[src/rtl/regfile_op_sequencer.sv]
// Sequences one read-execute-writeback pass over the 32x32 register file per command.
// Read addresses are steered away from rd during write-back so the register file commits the write.
module regfile_op_sequencer #(
    parameter int unsigned DATA_W = 32,
    parameter int unsigned ADDR_W = 5
) (
    input  logic              clk,
    input  logic              rst,
    input  logic              cmd_valid,
    output logic              cmd_ready,
    input  logic [2:0]        cmd_op,
    input  logic [ADDR_W-1:0] cmd_rd,
    input  logic [ADDR_W-1:0] cmd_rs1,
    input  logic [ADDR_W-1:0] cmd_rs2,
    input  logic [DATA_W-1:0] cmd_imm,
    input  logic              cmd_wb,
    output logic [ADDR_W-1:0] rf_read_reg1,
    output logic [ADDR_W-1:0] rf_read_reg2,
    input  logic [DATA_W-1:0] rf_read_data1,
    input  logic [DATA_W-1:0] rf_read_data2,
    output logic [ADDR_W-1:0] rf_write_reg,
    output logic [DATA_W-1:0] rf_write_data,
    output logic              rf_write,
    output logic              done,
    output logic [DATA_W-1:0] result,
    output logic              flag_zero,
    output logic              flag_ovf
);

    localparam int unsigned SHAMT_W = $clog2(DATA_W);
    localparam int unsigned MSB     = DATA_W - 1;

    localparam logic [2:0] OP_ADD = 3'b000;
    localparam logic [2:0] OP_SUB = 3'b001;
    localparam logic [2:0] OP_AND = 3'b010;
    localparam logic [2:0] OP_OR  = 3'b011;
    localparam logic [2:0] OP_XOR = 3'b100;
    localparam logic [2:0] OP_SLL = 3'b101;
    localparam logic [2:0] OP_SRL = 3'b110;
    localparam logic [2:0] OP_LDI = 3'b111;

    typedef enum logic [2:0] {
        S_IDLE,
        S_RD,
        S_EX,
        S_WB,
        S_DN
    } state_t;

    state_t              state;
    logic [2:0]          op_q;
    logic [ADDR_W-1:0]   rd_q;
    logic [DATA_W-1:0]   imm_q;
    logic                wb_q;
    logic [DATA_W-1:0]   res_q;
    logic                zero_q;
    logic                ovf_q;

    logic [DATA_W-1:0]   alu_res_c;
    logic                alu_ovf_c;

    // ALU on the register file read data, valid while in EX
    always_comb begin
        alu_res_c = '0;
        alu_ovf_c = 1'b0;
        case (op_q)
            OP_ADD: begin
                alu_res_c = rf_read_data1 + rf_read_data2;
                alu_ovf_c = (rf_read_data1[MSB] == rf_read_data2[MSB]) &&
                            (alu_res_c[MSB] != rf_read_data1[MSB]);
            end
            OP_SUB: begin
                alu_res_c = rf_read_data1 - rf_read_data2;
                alu_ovf_c = (rf_read_data1[MSB] != rf_read_data2[MSB]) &&
                            (alu_res_c[MSB] != rf_read_data1[MSB]);
            end
            OP_AND: alu_res_c = rf_read_data1 & rf_read_data2;
            OP_OR:  alu_res_c = rf_read_data1 | rf_read_data2;
            OP_XOR: alu_res_c = rf_read_data1 ^ rf_read_data2;
            OP_SLL: alu_res_c = rf_read_data1 << rf_read_data2[SHAMT_W-1:0];
            OP_SRL: alu_res_c = rf_read_data1 >> rf_read_data2[SHAMT_W-1:0];
            OP_LDI: alu_res_c = imm_q;
            default: alu_res_c = '0;
        endcase
    end

    // Sequencer: IDLE -> RD -> EX -> WB -> DN -> IDLE
    always_ff @(posedge clk or posedge rst) begin
        if (rst) begin
            state         <= S_IDLE;
            cmd_ready     <= 1'b1;
            op_q          <= '0;
            rd_q          <= '0;
            imm_q         <= '0;
            wb_q          <= 1'b0;
            res_q         <= '0;
            zero_q        <= 1'b0;
            ovf_q         <= 1'b0;
            rf_read_reg1  <= '0;
            rf_read_reg2  <= '0;
            rf_write_reg  <= '0;
            rf_write_data <= '0;
            rf_write      <= 1'b0;
            done          <= 1'b0;
            result        <= '0;
            flag_zero     <= 1'b0;
            flag_ovf      <= 1'b0;
        end else begin
            case (state)
                S_IDLE: begin
                    if (cmd_valid) begin
                        op_q         <= cmd_op;
                        rd_q         <= cmd_rd;
                        imm_q        <= cmd_imm;
                        wb_q         <= cmd_wb;
                        rf_read_reg1 <= cmd_rs1;
                        rf_read_reg2 <= cmd_rs2;
                        cmd_ready    <= 1'b0;
                        state        <= S_RD;
                    end
                end
                S_RD: state <= S_EX;
                S_EX: begin
                    res_q  <= alu_res_c;
                    zero_q <= (alu_res_c == '0);
                    ovf_q  <= alu_ovf_c;
                    // Reads are done; park both read ports on a neighbour of rd
                    if (wb_q) begin
                        rf_write      <= 1'b1;
                        rf_write_reg  <= rd_q;
                        rf_write_data <= alu_res_c;
                        rf_read_reg1  <= rd_q ^ ADDR_W'(1);
                        rf_read_reg2  <= rd_q ^ ADDR_W'(1);
                    end
                    state <= S_WB;
                end
                S_WB: begin
                    rf_write  <= 1'b0;
                    done      <= 1'b1;
                    result    <= res_q;
                    flag_zero <= zero_q;
                    flag_ovf  <= ovf_q;
                    state     <= S_DN;
                end
                S_DN: begin
                    done      <= 1'b0;
                    cmd_ready <= 1'b1;
                    state     <= S_IDLE;
                end
                default: begin
                    done      <= 1'b0;
                    rf_write  <= 1'b0;
                    cmd_ready <= 1'b1;
                    state     <= S_IDLE;
                end
            endcase
        end
    end

endmodule

[config.mk]
export PLATFORM = sky130hd
export DESIGN_NAME = regfile_op_sequencer
export DESIGN_NICKNAME = d
export VERILOG_FILES = /design/src/rtl/regfile_op_sequencer.sv
export SDC_FILE = /design/constraint.sdc
export NUM_CORES = 1
export LEC_CHECK = 0
export ABC_CLOCK_PERIOD_IN_PS = 8400
export CORE_MARGIN = 2
export CORE_UTILIZATION = 40
export DETAILED_ROUTE_END_ITERATION = 7
export PLACE_DENSITY = 0.69
export SLEW_MARGIN = 20
export SYNTH_ARGS = -nofsm -noshare
export SYNTH_HDL_FRONTEND = slang
export SYNTH_SLANG_ARGS = --single-unit
[constraint.sdc]
create_clock -name clk -period 8.4 [get_ports clk]
set_input_delay 1.68 -clock clk [delete_from_list [all_inputs] [get_ports clk]]
set_output_delay 1.68 -clock clk [all_outputs]
set_load 0.03 [all_outputs]
# [Word level (Yosys, flattened, before mapping)]
# Cells that the tools add are included.
[totals] regBits=162
[classes] add_sub_neg=2 n_eq_ne=17 n_shift=2 muxes=14 bitwise_logic=6 n_reduce_logical=14
[op_table] operator="$pmux 32 s8" count=1
[op_table] operator="$add 32x32->32" count=1
[op_table] operator="$and 32x32->32" count=1
[op_table] operator="$logic_not 32->1" count=1
[op_table] operator="$or 32x32->32" count=1
[op_table] operator="$shl 32x5->32" count=1
[op_table] operator="$shr 32x5->32" count=1
[op_table] operator="$sub 32x32->32" count=1
[op_table] operator="$xor 32x32->32" count=1
[op_table] operator="$pmux 5 s2" count=2
[op_table] operator="$eq 3x3->1 const B" count=5
[op_table] operator="$mux 5" count=3
[op_table] operator="$eq 3x2->1 const B" count=4
[op_table] operator="$pmux 3 s4" count=1
[op_table] operator="$reduce_or 3->1" count=3
[op_table] operator="$pmux 1 s2" count=4
[op_table] operator="$reduce_and 2->1" count=4
[op_table] operator="$eq 3x1->1 const B" count=2
[op_table] operator="$logic_not 3->1" count=2
[op_table] operator="$ne 2x2->1 const B" count=2
[op_table] operator="$mux 3" count=1
[op_table] operator="$ne 1x1->1" count=3
[op_table] operator="$not 1->1" count=3
[op_table] operator="$reduce_and 3->1" count=1
[op_table] operator="other kinds (4)" count=6

# [Longest topological paths before layout]
# Gate-level depths: netlist of run 1.
[logic_depth] ltp_word=4 mapped_depth=17 depth_no_buf=15

# [Worst setup path after synthesis of run 1]
# Ideal clock, no wire load.
[synth_path] kind="input -> register" start="input rf_read_data2[3]" end="register zero_q" setup_ps=66 arrival_time_ps=5024 t_required_ps=8334 setup_slack_ps=3310 path_stages=16 path_cell_list="inv_1 -> clkbuf_1 -> clkbuf_1 -> ha_1 -> buf_2 -> nor2b_1 -> a211o_1 -> a211oi_1 -> o21ai_1 -> a311o_1 -> a211oi_1 -> nand2_1 -> nand4b_1 -> nor4_1 -> nand4_1 -> nand2_1"
[synth_between] elab_chain_cells=3
[synth_rtl] item="start: declaration" line_no="20" text="input logic [DATA_W-1:0] rf_read_data2,"
[synth_rtl] item="$sub 32x32->32 (tied with other cells)" line_no="73" text="alu_res_c = rf_read_data1 - rf_read_data2;"
[synth_rtl] item="$pmux 32 s8 (*)" line_no="66" text="case (op_q)"
[synth_rtl] item="$logic_not 32->1 (*)" line_no="125" text="zero_q <= (alu_res_c == '0);"
[synth_rtl] item="end signal: assignment" line_no="125"
[synth_rtl] item="end: declaration" line_no="56" text="logic zero_q;"
# Every way passes the cells marked *; elsewhere a longest branch is shown, timed or not.
# A chain may end at the register's enable or synchronous reset.

# [Final worst setup path of run 1]
[layout_path] start="input rf_read_data1[0]" end="register zero_q"
[layout_between] elab_chain_cells=3
[layout_rtl] item="start: declaration" line_no="19" text="input logic [DATA_W-1:0] rf_read_data1,"
[layout_rtl] item="$sub 32x32->32 (tied with other cells)" line_no="73"
[layout_rtl] item="$pmux 32 s8 (*)" line_no="66"
[layout_rtl] item="$logic_not 32->1 (*)" line_no="125"
# Marks and branches as above.

==> results.toml, run 1 <==
[outcome]
status = "complete, no violations"

[timing]
fin_crit_sh = 0.7199
holdWs_ns = 0.4602
fin_crit_ns = 6.047
fmax_ghz = 0.1654
setup_viol = 0
hold_viol_final = 0
setup_slack_ns = 2.353
finalMaxSlewViolations = 0
tightest_slew_ns = 1.120
fin_setup_tns_ns = 0
rsz0062_at_grt = "no"
clock_skew_ns = 0.01481
maxSlewHeadroom = 0.2457

[synth]
ys_ff_latch = 162
netlist_instances = 1931
yosysWarnings = 0
synth_area_leader_cell = "dfrtp_1"
synth_edf_count = 0
yosysSeqAreaShare = 0.2599
synth_area_sq_mm = 0.01560
yosysMostFrequentCell = "nand2_1"
synth.top_cells.by_area = "dfrtp_1, ha_1, nand2_1"
synth_compound_area_frac = 0.2635
synthSimpleGateAreaFrac = 0.1850
synth_cell_type_count = 96
muxShareOfSynthArea = 0.1313
syn_nets = 2147
synth_top_family_by_area = "compound AO/OA/AOI/OAI gates"
synth_adder_area_share = 0.08020
syn_avg_cell_area_sq_um = 8.079
synthXorXnorAreaFrac = 0.01067
synth.top_cell.area_share = 0.2582
ys.flop_type = "dfrtp_1"
yosys-top-cells-count = "nand2_1, dfrtp_1, nor2_1"
async_flop_share = 1.000

[hold_path]
hp-class = "flip-flop to flip-flop"
hold_depth = 2

[worst_setup_path]
crit_required_ns = 8.78
cp-end-kind = "flip-flop"
cp_cell_sequence = "clkdlybuf4s50_1 -> ha_1 -> fa_1 -> a211oi_1 -> o211ai_1 -> a21oi_1 -> nor4_1 -> a211oi_1 -> o41ai_1 -> nor4b_1 -> and4_1 -> nand4_1 -> nand2_1"
path_max_fanout = 6
path_class = "primary input to flip-flop"
cp_common_cell = "a211oi_1"
worstPathArrival_ns = 6.43
start_kind = "primary input"
slowest_delay_ns = 0.72
crit_slowest_cell = "nor4b_1"
r2r_cells = 13

[power]
power_density_mw_per_mm2 = 312.2
leakagePower_nw = 7.914
peakVddDrop_mv = 0.1934

[floorplanning]
pin_count = 202
core_area_sq_mm = 0.03856
die_x_um = 201.5
dieArea_sq_mm = 0.04060
die_y_um = 201.5
num_rows = 72
start_util = 0.4046

[cells_and_area]
diodes = 0
nNetsFinal = 2266
drive_gt1_frac = 0.09990
syn_to_final_growth_pct = 18.85
post-route-util = 0.4809
fin_cells = 2580

[clocking]
cts_made_buffers = 17
cts_tree = "yes"
post_cts_buffers = 0
path_clk_slew_ns = 0.07
insertion_delay_ns = 0.45
clock-sinks = 162
cts_buffer_depth = 2
htreeDepth = 4
ctsResizeCount = 0
cts_hold_buf = 0
root_buffer = "clkbuf_16"

[drt]
drt-initial-drc-count = 1663
route.vias.total = 16671
drt_first_pass_iters = 6
wl_per_cell_um = 29.26
wl_mm = 75.50
drtAntennaViolNets = 0
viasPerCell = 6.462
drc = 0

[global_routing]
grt_pass1_vias = 16152
grt_overflow = 0
grt_max_degree = 89
grt_first_pass_wirelength_mm = 109.6
antenna_found_initial = 0
track_usage = 0.3664

[flow_run]
max_cap_viol_count = 0

[place]
place_congestion = 1.086
place_inst = 2547
io_buffer_count = 201
dp_hpwl_mm = 58.89
place_ws_ns = 2.071
-- through the flow --
step | power (W) | cell area (sq um)
2_1_floorplan | 0.003453 | 15600
3_3_place_gp | 0.004872 | 17900
3_5_place_dp | 0.004904 | 17910
4_1_cts | 0.005739 | 18520
5_1_grt | 0.006070 | 18540
6_report | 0.005789 | 18540
-- power by group --
part / switching, W / internal (W)
registers: 0.000252 / 0.00116
clock network: 0.000344 / 0.000473
logic: 0.00232 / 0.00124
-- layout by cell type, fill, tap and decap left out, types with 16 or more instances in the layout --
cell and count:
inv_1 100, dfrtp_1 159, nand3_1 27, nand2_1 298, clkbuf_16 17, nand2b_1 22, mux2_2 60, o221ai_1 16
buf_4 41, a31oi_1 16, o211ai_1 26, a21oi_1 121, o22ai_1 41, nor2b_1 21, clkdlybuf4s50_1 198, mux2i_1 75
nor3_1 24, nand4_1 17, xnor2_1 18, a22oi_1 42, and3_1 19, a211oi_1 31, o21ai_0 137, nor2_1 139
mux4_2 27, ha_1 96
-- cell type report --
| cell class | instances | area (sq um) |
|---|---|---|
| well taps | 518 | 648.1 |
| clock inverters | 13 | 173.9 |
| flip-flops and latches | 162 | 4058 |
| multi-input cells | 1522 | 10530 |
| fillers | 3850 | 20020 |
| inverters | 106 | 402.9 |
| repair buffers | 241 | 2300 |
| clock buffers | 18 | 429.2 |
-- routing by layer --
layer | vias to the layer above | track usage | wire length, um
li1 | 7329 | - | -
met2 | 978 | 0.5947 | 34500
met4 | 0 | 0.1980 | 4807
met5 | - | 0 | 0
met1 | 8168 | 0.4679 | 30500
met3 | 196 | 0.05896 | 5699
-- kinds of logic (layout without fill, tap and decap cells) --
family | Yosys count | in the layout
and+or+nand+nor | 636 | 636
AOI/OAI and AO/OA | 605 | 605
buffers and inverters | 247 | 378
muxes | 163 | 163
DFF | 162 | 162
adders and majority gates | 99 | 99
xor gates and xnor gates | 19 | 19
-- path summary, 6_finish.rpt --
check,startpoint,endpoint,slack [ns]
worst min register to register,res_q[25],result[25],0.46
worst max register to register,op_q[0],zero_q,3.92
min in group asynchronous,rst,imm_q[26],1.76
worst min-delay path,res_q[25],result[25],0.46
worst max-delay path,rf_read_data1[0],zero_q,2.35
max in group asynchronous,rst,result[9],5.16
-- critical path, delay by kind of cell --
| family | cells | cell delay (ns) |
|---|---|---|
| buffers and inverters | 1 | 0.61 |
| AOI/OAI and AO/OA | 5 | 1.89 |
| adders and majority gates | 2 | 0.86 |
| and+or+nand+nor | 5 | 1.38 |
Note: power is estimated with default switching activity, not from simulation.
==> inputs of run 2 (changes only) <==
Settings changed: ABC_CLOCK_PERIOD_IN_PS 8400 to 5300, PLACE_DENSITY 0.69 to 0.71.
Clock period 8.4 ns to 5.3 ns, I/O delays scaled along.
==> run 2 against run 1 <==
Effect of this change: cell count increased by 7.7%; clock power increased by 58%; register-to-register slack lost 3.1 ns; cell area grew 8.2%; hold slack better by 0.0025 ns; clock skew is 0.0031 ns higher; combinational power grew 72%; critical path type unchanged; critical path depth increased by 3; sequential share of layout area shrank 1.7 points; sequential power grew 62%.
==> results.toml, run 2 (synthesized netlist as in run 1, its figures left out) <==
[outcome]
status = "complete, no violations"

[worst_setup_path]
ff2ff_setup_slack_ns = 0.86
worstPathArrival_ns = 5.17
r2r_cells = 12
reg2reg_from = "op_q[1]"
cp-end-kind = "flip-flop"
path_class = "primary input to flip-flop"
start_kind = "primary input"
crit_required_ns = 5.68
timing.rr.end = "zero_q"
slowest_delay_ns = 0.63
crit_slowest_cell = "clkdlybuf4s50_1"
cp_cell_sequence = "clkdlybuf4s50_1 -> inv_1 -> ha_1 -> buf_4 -> nand2b_1 -> a211o_1 -> a211oi_2 -> o21ai_1 -> a311o_1 -> a211oi_1 -> nand2_1 -> nand4b_1 -> nor4_1 -> buf_4 -> nand4_1 -> nand2_1"
path_max_fanout = 6

[place]
place_congestion = 1.042
dp_hpwl_mm = 60.04
dpl-instance-area_sq_mm = 0.01945
io_buffer_count = 201

[timing]
maxSlewHeadroom = 0.2569
hold_viol_final = 0
holdWs_ns = 0.4626
rsz0062_at_grt = "no"
tightest_slew_ns = 1.110
fmax_ghz = 0.2087
finalMaxSlewViolations = 0
clock_skew_ns = 0.01793
fin_crit_sh = 0.9041
fin_crit_ns = 4.792
setup_viol = 0

[floorplanning]
dieArea_sq_mm = 0.04060
die_y_um = 201.5
core_area_sq_mm = 0.03856
start_util = 0.4046
num_rows = 72
die_x_um = 201.5
pin_count = 202

[power]
p_sw_w = 0.004767
power_frac_comb = 0.632
power.internal_w = 0.004908
power_density_mw_per_mm2 = 482.1
pwr-share-seq = 0.235
leakagePower_nw = 8.872
power_frac_clock = 0.133
power_switching_share = 0.4927
peakVddDrop_mv = 0.2159

[drt]
wl_mm = 75.87
drt_first_pass_iters = 6
drt-initial-drc-count = 2175
drc = 0
wl_per_cell_um = 27.30
route.vias.total = 17620
drtAntennaViolNets = 0
viasPerCell = 6.340

[cells_and_area]
nNetsFinal = 2464
drive_gt1_frac = 0.1778
multi_input_area_sq_mm = 0.01052
layout_commonest_cell = "nand2_1"
fillers = 3847
seq_area_sq_mm = 0.004058
diodes = 0
syn_to_final_growth_pct = 28.63
postLayoutCellArea_sq_mm = 0.02007
final_cell_mix = "nand2_1, buf_4, clkdlybuf4s50_1, dfrtp_1, nor2_1"

[hold_path]
min_from = "res_q[23]"
hold_depth = 2
hp-class = "flip-flop to flip-flop"
hold_end = "result[23]"

[global_routing]
antenna_found_initial = 1
track_usage = 0.3676
grt_first_pass_wirelength_mm = 112.3
grt_max_degree = 163
grt_pass1_vias = 17422
grt_overflow = 0

[flow_run]
max_cap_viol_count = 0

[clocking]
cts_buffer_depth = 2
htreeDepth = 4
clock-sinks = 162
cts_tree = "yes"
root_buffer = "clkbuf_16"
cts_made_buffers = 17
insertion_delay_ns = 0.45
post_cts_buffers = 0
path_clk_slew_ns = 0.07
==> run 2: cell types whose count changed in the layout (fill, tap and decap cells not counted), moves of 2 or more <==
cell,delta
inv_6,-3
clkinv_2,-2
buf_4,+196
clkinv_8,+4
inv_8,+2
clkinv_4,+2
buf_12,+3
bufinv_16,-2
==> run 2: layout make-up <==
type | count | area share
clock buffer | 17 | 0.02120
clock inverter | 15 | 0.009539
inverter | 106 | 0.02001
multi-input combinational | 1522 | 0.5241
sequential | 162 | 0.2022
tap | 518 | 0.03230
timing repair buffer | 439 | 0.1907
==> run 2: worst max-delay path, delay by kind of cell <==
kind / cells / cell delay (ns)
compound gates: 5 / 1.79
buf+inv: 4 / 1.04
simple gates: 6 / 0.91
fa+ha+maj: 1 / 0.35
==> run 2: how the worst max path moves through the flow <==
stage	from	endpoint	slack (ns)	cells past startpoint
after floorplan	rf_read_data2[3]	zero_q	0.83	16
after global placement	rf_read_data1[2]	zero_q	-0.15	16
after detailed placement	rf_read_data1[2]	zero_q	-0.19	16
after CTS	rf_read_data1[2]	zero_q	0.26	16
after global routing	rf_read_data1[2]	zero_q	0.24	16
final	rf_read_data1[2]	zero_q	0.51	16
==> run 2: through the flow <==
step / total power, W / utilization / TNS, ns / setup slack, ns / instances
final: 0.009675 / 0.5205 / 0 / 0.5083 / 2779
after global placement: 0.008158 / 0.5043 / -0.1541 / -0.1541 / 2747
after CTS: 0.009553 / 0.5203 / 0 / 0.2621 / 2779
after detailed placement: 0.008235 / 0.5043 / -0.1855 / -0.1855 / 2747
after global routing: 0.01014 / 0.5205 / 0 / 0.2400 / 2779
after floorplan: 0.005473 / - / 0 / 0.8298 / 1931
==> run 2: layer usage <==
metal,routed length [um],part of all wire,GRT usage,vias up
met3,6482,0.085,0.06641,271
met2,33600,0.44,0.5745,1038
li1,-,-,-,7721
met5,0,0,0,-
met4,5547,0.073,0.2371,0
met1,30250,0.40,0.4683,8590
==> run 2: power groups by stage <==
stage	sequential (W)	combinational, W	clock (W)
floorplan	0.00268	0.00279	0
global placement	0.00227	0.00588	0
detailed placement	0.00229	0.00594	0
CTS	0.00227	0.00597	0.00130
global route	0.00235	0.00643	0.00136
finish	0.00228	0.00611	0.00129
==> run 2: what timing repair did <==
| item | CTS | global route |
|---|---|---|
| hold buffers | 0 | 0 |
| gates resized for setup | 0 | 1 |
| endpoints found under the setup margin | 0 | 1 |
==> inputs of run 3 (changes only) <==
Settings changed: CAP_MARGIN set to 15, CTS_CLUSTER_DIAMETER set to 120, GPL_TIMING_DRIVEN set to 0.
==> run 3 against run 2 <==
Effect of this change: the flow now finishes with violations (negative setup slack); routed wire length is 8.6% higher; non-clock buffer count is 90 lower; combinational power is 2% lower; worst setup slack worse by 0.52 ns; hold slack better by 0.0069 ns; utilization is 2.1 points lower; critical endpoint unchanged; largest cell class unchanged.
==> results.toml, run 3 (synthesized netlist as in run 1, its figures left out) <==
[timing]
setup_viol = 1
holdWs_ns = 0.4695
fin_crit_sh = 1.002
finalMaxSlewViolations = 0
clock_skew_ns = 0.01728
fin_crit_ns = 5.308
setup_slack_ns = -0.008096
fmax_ghz = 0.1884
hold_viol_final = 0
maxSlewHeadroom = 0.2139
tightest_slew_ns = 1.167

[cells_and_area]
seq_area_sq_mm = 0.004055
nNetsFinal = 2374
final_cell_mix = "nand2_1, clkdlybuf4s50_1, dfrtp_1, nor2_1, o21ai_0"
syn_to_final_growth_pct = 23.42
fillers = 3792
drive_gt1_frac = 0.1170
diodes = 0
multi_input_area_sq_mm = 0.01073
fin_cells = 2689
post-route-util = 0.4994
layout_commonest_cell = "nand2_1"

[global_routing]
grt_pass1_vias = 17156
antenna_found_initial = 2
grt_overflow = 0
grt_max_degree = 38
track_usage = 0.3998
grt_first_pass_wirelength_mm = 118.9

[drt]
drtAntennaViolNets = 0
wl_mm = 82.39
drt-initial-drc-count = 2042
viasPerCell = 6.586
drt_first_pass_iters = 6
drc = 0
route.vias.total = 17710
wl_per_cell_um = 30.64

[flow_run]
max_cap_viol_count = 0

[place]
place_congestion = 1.092
place_inst = 2656
dp_hpwl_mm = 66.66
io_buffer_count = 201

[hold_path]
hp-class = "flip-flop to flip-flop"

[power]
leakagePower_nw = 8.181
p_total_w = 0.009495
peakVddDrop_mv = 0.2547
power_density_mw_per_mm2 = 493.1

[floorplanning]
pin_count = 202
num_rows = 72
die_x_um = 201.5
dieArea_sq_mm = 0.04060
core_area_sq_mm = 0.03856
die_y_um = 201.5
start_util = 0.4046

[clocking]
cts_tree = "yes"
path_clk_slew_ns = 0.08
cts_buffer_depth = 2
cts_made_buffers = 17
insertion_delay_ns = 0.46
clock-sinks = 162
cts_hold_buf = 0
htreeDepth = 4
root_buffer = "clkbuf_16"

[worst_setup_path]
start_kind = "primary input"
crit_required_ns = 5.68
worstPathArrival_ns = 5.69
cp-end-kind = "flip-flop"
path_class = "primary input to flip-flop"
path_max_fanout = 10

[outcome]
status = "finished, violations left"
violations = "negative setup slack"
run 3: changes by cell type in the layout (fill, tap and decap cells not counted), sizes merged:
cell,previous run,this run
clkdlybuf4s50,198,199
dlygate4sd2,0,1
clkinvlp,2,4
dlymetal6s2s,0,1
buf,241,74
clkbuf,17,93
clkinv,10,6
run 3: worst paths after layout:
kind                                    from                 to  slack (ns)  cells after the start
setup / recovery           rf_read_data1[22]             zero_q      -0.008                     15
hold / removal                     res_q[31]         result[31]        0.47                      2
setup reg to reg                     op_q[1]             zero_q        0.71                     11
hold reg to reg                    res_q[31]         result[31]        0.47                      2
max in group asynchronous                rst  rf_write_data[18]        3.34                      5
min in group asynchronous                rst            rd_q[0]        0.96                      2
run 3: area by class of cell:
type,instances,area share
well taps,518,0.03366
clock buffers,19,0.02300
plain buffers,139,0.03554
clock inverters,13,0.007278
multi-input cells,1522,0.5571
inverters,106,0.02112
repair buffers,210,0.1117
flip-flops and latches,162,0.2106
run 3: power breakdown:
part           switching (W)  internal (W)  total, W
Sequential          0.000409       0.00184   0.00225
Combinational        0.00395       0.00205   0.00600
Clock               0.000575      0.000677   0.00125
Total                0.00493       0.00456   0.00949
run 3: worst max-delay path, stage by stage:
cell and delay (ns):
clkdlybuf4s50_1 0.95, inv_1 0.32, ha_1 0.42, buf_4 0.20, nor2_1 0.21, o21ai_0 0.20, a221o_1 0.36, a211oi_1 0.59
nor4_1 0.11, mux2_2 0.31, a211oi_4 0.33, o211a_1 0.23, and4b_1 0.19, nand4_1 0.11, nand2_1 0.09
run 3: what timing repair did:
| item | CTS | global route |
|---|---|---|
| resized for setup | 36 | 26 |
| endpoints found under the setup margin | 47 | 6 |
| setup buffers | 1 | 2 |
| pin swaps | 3 | 3 |
| gates cloned | 0 | 0 |
run 3: layer usage:
metal | vias up | GRT usage | wire (um) | part of all wire
li1 | 7532 | - | - | -
met1 | 8655 | 0.4925 | 30940 | 0.38
met2 | 1181 | 0.6441 | 36970 | 0.45
met3 | 342 | 0.07046 | 7799 | 0.095
met4 | 0 | 0.2629 | 6675 | 0.081
met5 | - | 0 | 0 | 0
run 3: metrics by stage:
stage | setup TNS, ns | instance area, sq um | worst slack, ns
2_1_floorplan | 0 | 15610 | 0.8298
3_3_place_gp | -54.10 | 18270 | -1.906
3_5_place_dp | -51.71 | 18390 | -1.854
4_1_cts | 0 | 19140 | 0.006851
5_1_grt | -0.04858 | 19250 | -0.04858
6_report | -0.008096 | 19250 | -0.008096
==> patch (config.mk and constraints of run 2) <==
Re-encode `state_t` (5 states) as one-hot, 5 bits wide.
--- a/src/rtl/regfile_op_sequencer.sv
+++ b/src/rtl/regfile_op_sequencer.sv
@@ -39,12 +39,12 @@
     localparam logic [2:0] OP_SRL = 3'b110;
     localparam logic [2:0] OP_LDI = 3'b111;
 
-    typedef enum logic [2:0] {
-        S_IDLE,
-        S_RD,
-        S_EX,
-        S_WB,
-        S_DN
+    typedef enum logic [4:0] {
+        S_IDLE = 5'b00001,
+        S_RD   = 5'b00010,
+        S_EX   = 5'b00100,
+        S_WB   = 5'b01000,
+        S_DN   = 5'b10000
     } state_t;
 
     state_t              state;
Function: no difference found for any inputs over 4 cycles, from zero or initial values and one cycle with rst high; so few cycles prove little.
==> patch against run 2 <==
Final area up 0.72%; count of clock-buffer cells in the layout unchanged; routed wire length down 8.3%; area after synthesis up 0.91%; worst setup slack worse by 0.27 ns; power down 8.5%; die area up 0.90%; sequential cell count up 2; global-route usage down 3.1 points; critical endpoint is now rf_write_data[31]$_DFFE_PP0P_; largest cell class unchanged; largest power group unchanged.
==> patch: results <==
group,metric,value,unit
cells_and_area,nets,2490,
setup_path,cp_max_fo,7,
cells_and_area,seq-cell-share,20.3,%
yosys,netlist_top_cells_count,"nand2_1, dfrtp_1, nor2_1",
route,met3_length,6.25,mm
global_route,grt_antenna_before_repair,0,
route,route.met2.wl,30.8,mm
placement,hpwl,55.4,mm
global_route,grt_pass1_vias,16400,
yosys,synth.distinct_cells,91,
route,drt_iter0_drc,1651,
setup_path,crit_end,"rf_write_data[31]$_DFFE_PP0P_",
route,wl_met1,29.7,mm
cells_and_area,final-clk-cell-share,3.06,%
global_route,grt_pass1_wl,104,mm
cells_and_area,buf_share,18.8,%
placement,place_ws,-0.0187,ns
yosys,ys_seq_area_share,26.1,%
yosys,syn-num-nets,2190,
yosys,synth_area_leaders,"dfrtp_1, nand2_1, ha_1, mux4_2, mux2_2",
timing,slew_headroom,21.4,%
global_route,met2_usage,52.1,%
cells_and_area,nonClockInverterCount,101,
power,vdd_drop_max,0.213,mV
placement,place_area,19600,µm²
placement,gp_congestion,1.03,
timing,finalClockSkew,0.0197,ns
run_status,status,"completed",
global_route,use_met1,47.0,%
setup_path,slowest_delay,0.71,ns
route,totalWireLength,69.5,mm
cells_and_area,fillers,3736,
min_path,min_from,"res_q[8]$_DFFE_PP0P_",
route,firstDrtPassIters,7,
timing,whs,0.469,ns
route,num_vias,17200,
yosys,synth-seq-cells,164,
## patch: cells by family after synthesis
kind of cell / Yosys count / synth area share (%)
muxes: 145 / 13.4
AOI/OAI and AO/OA: 543 / 23.8
and+or+nand+nor: 760 / 21.5
buffers and inverters: 248 / 6.46
adders and majority gates: 98 / 7.88
xor gates and xnor gates: 16 / 0.890
DFF: 164 / 26.1
## patch: through the flow
step / cells / TNS (ns) / util [%]
after floorplan: 1974 / 0 / -
after global placement: 2773 / -0.0800 / 50.6
after detailed placement: 2773 / -0.0187 / 50.6
after CTS: 2805 / 0 / 52.2
after global routing: 2805 / 0 / 52.2
final: 2805 / 0 / 52.2
## patch: power groups by stage
stage                     logic [mW]  registers (mW)  clock network, mW
after floorplan                 2.43            2.58                  0
after global placement          5.14            2.23                  0
after detailed placement        5.18            2.24                  0
after CTS                       5.21            2.22               1.35
after global routing            5.62            2.30               1.40
final                           5.30            2.23               1.33
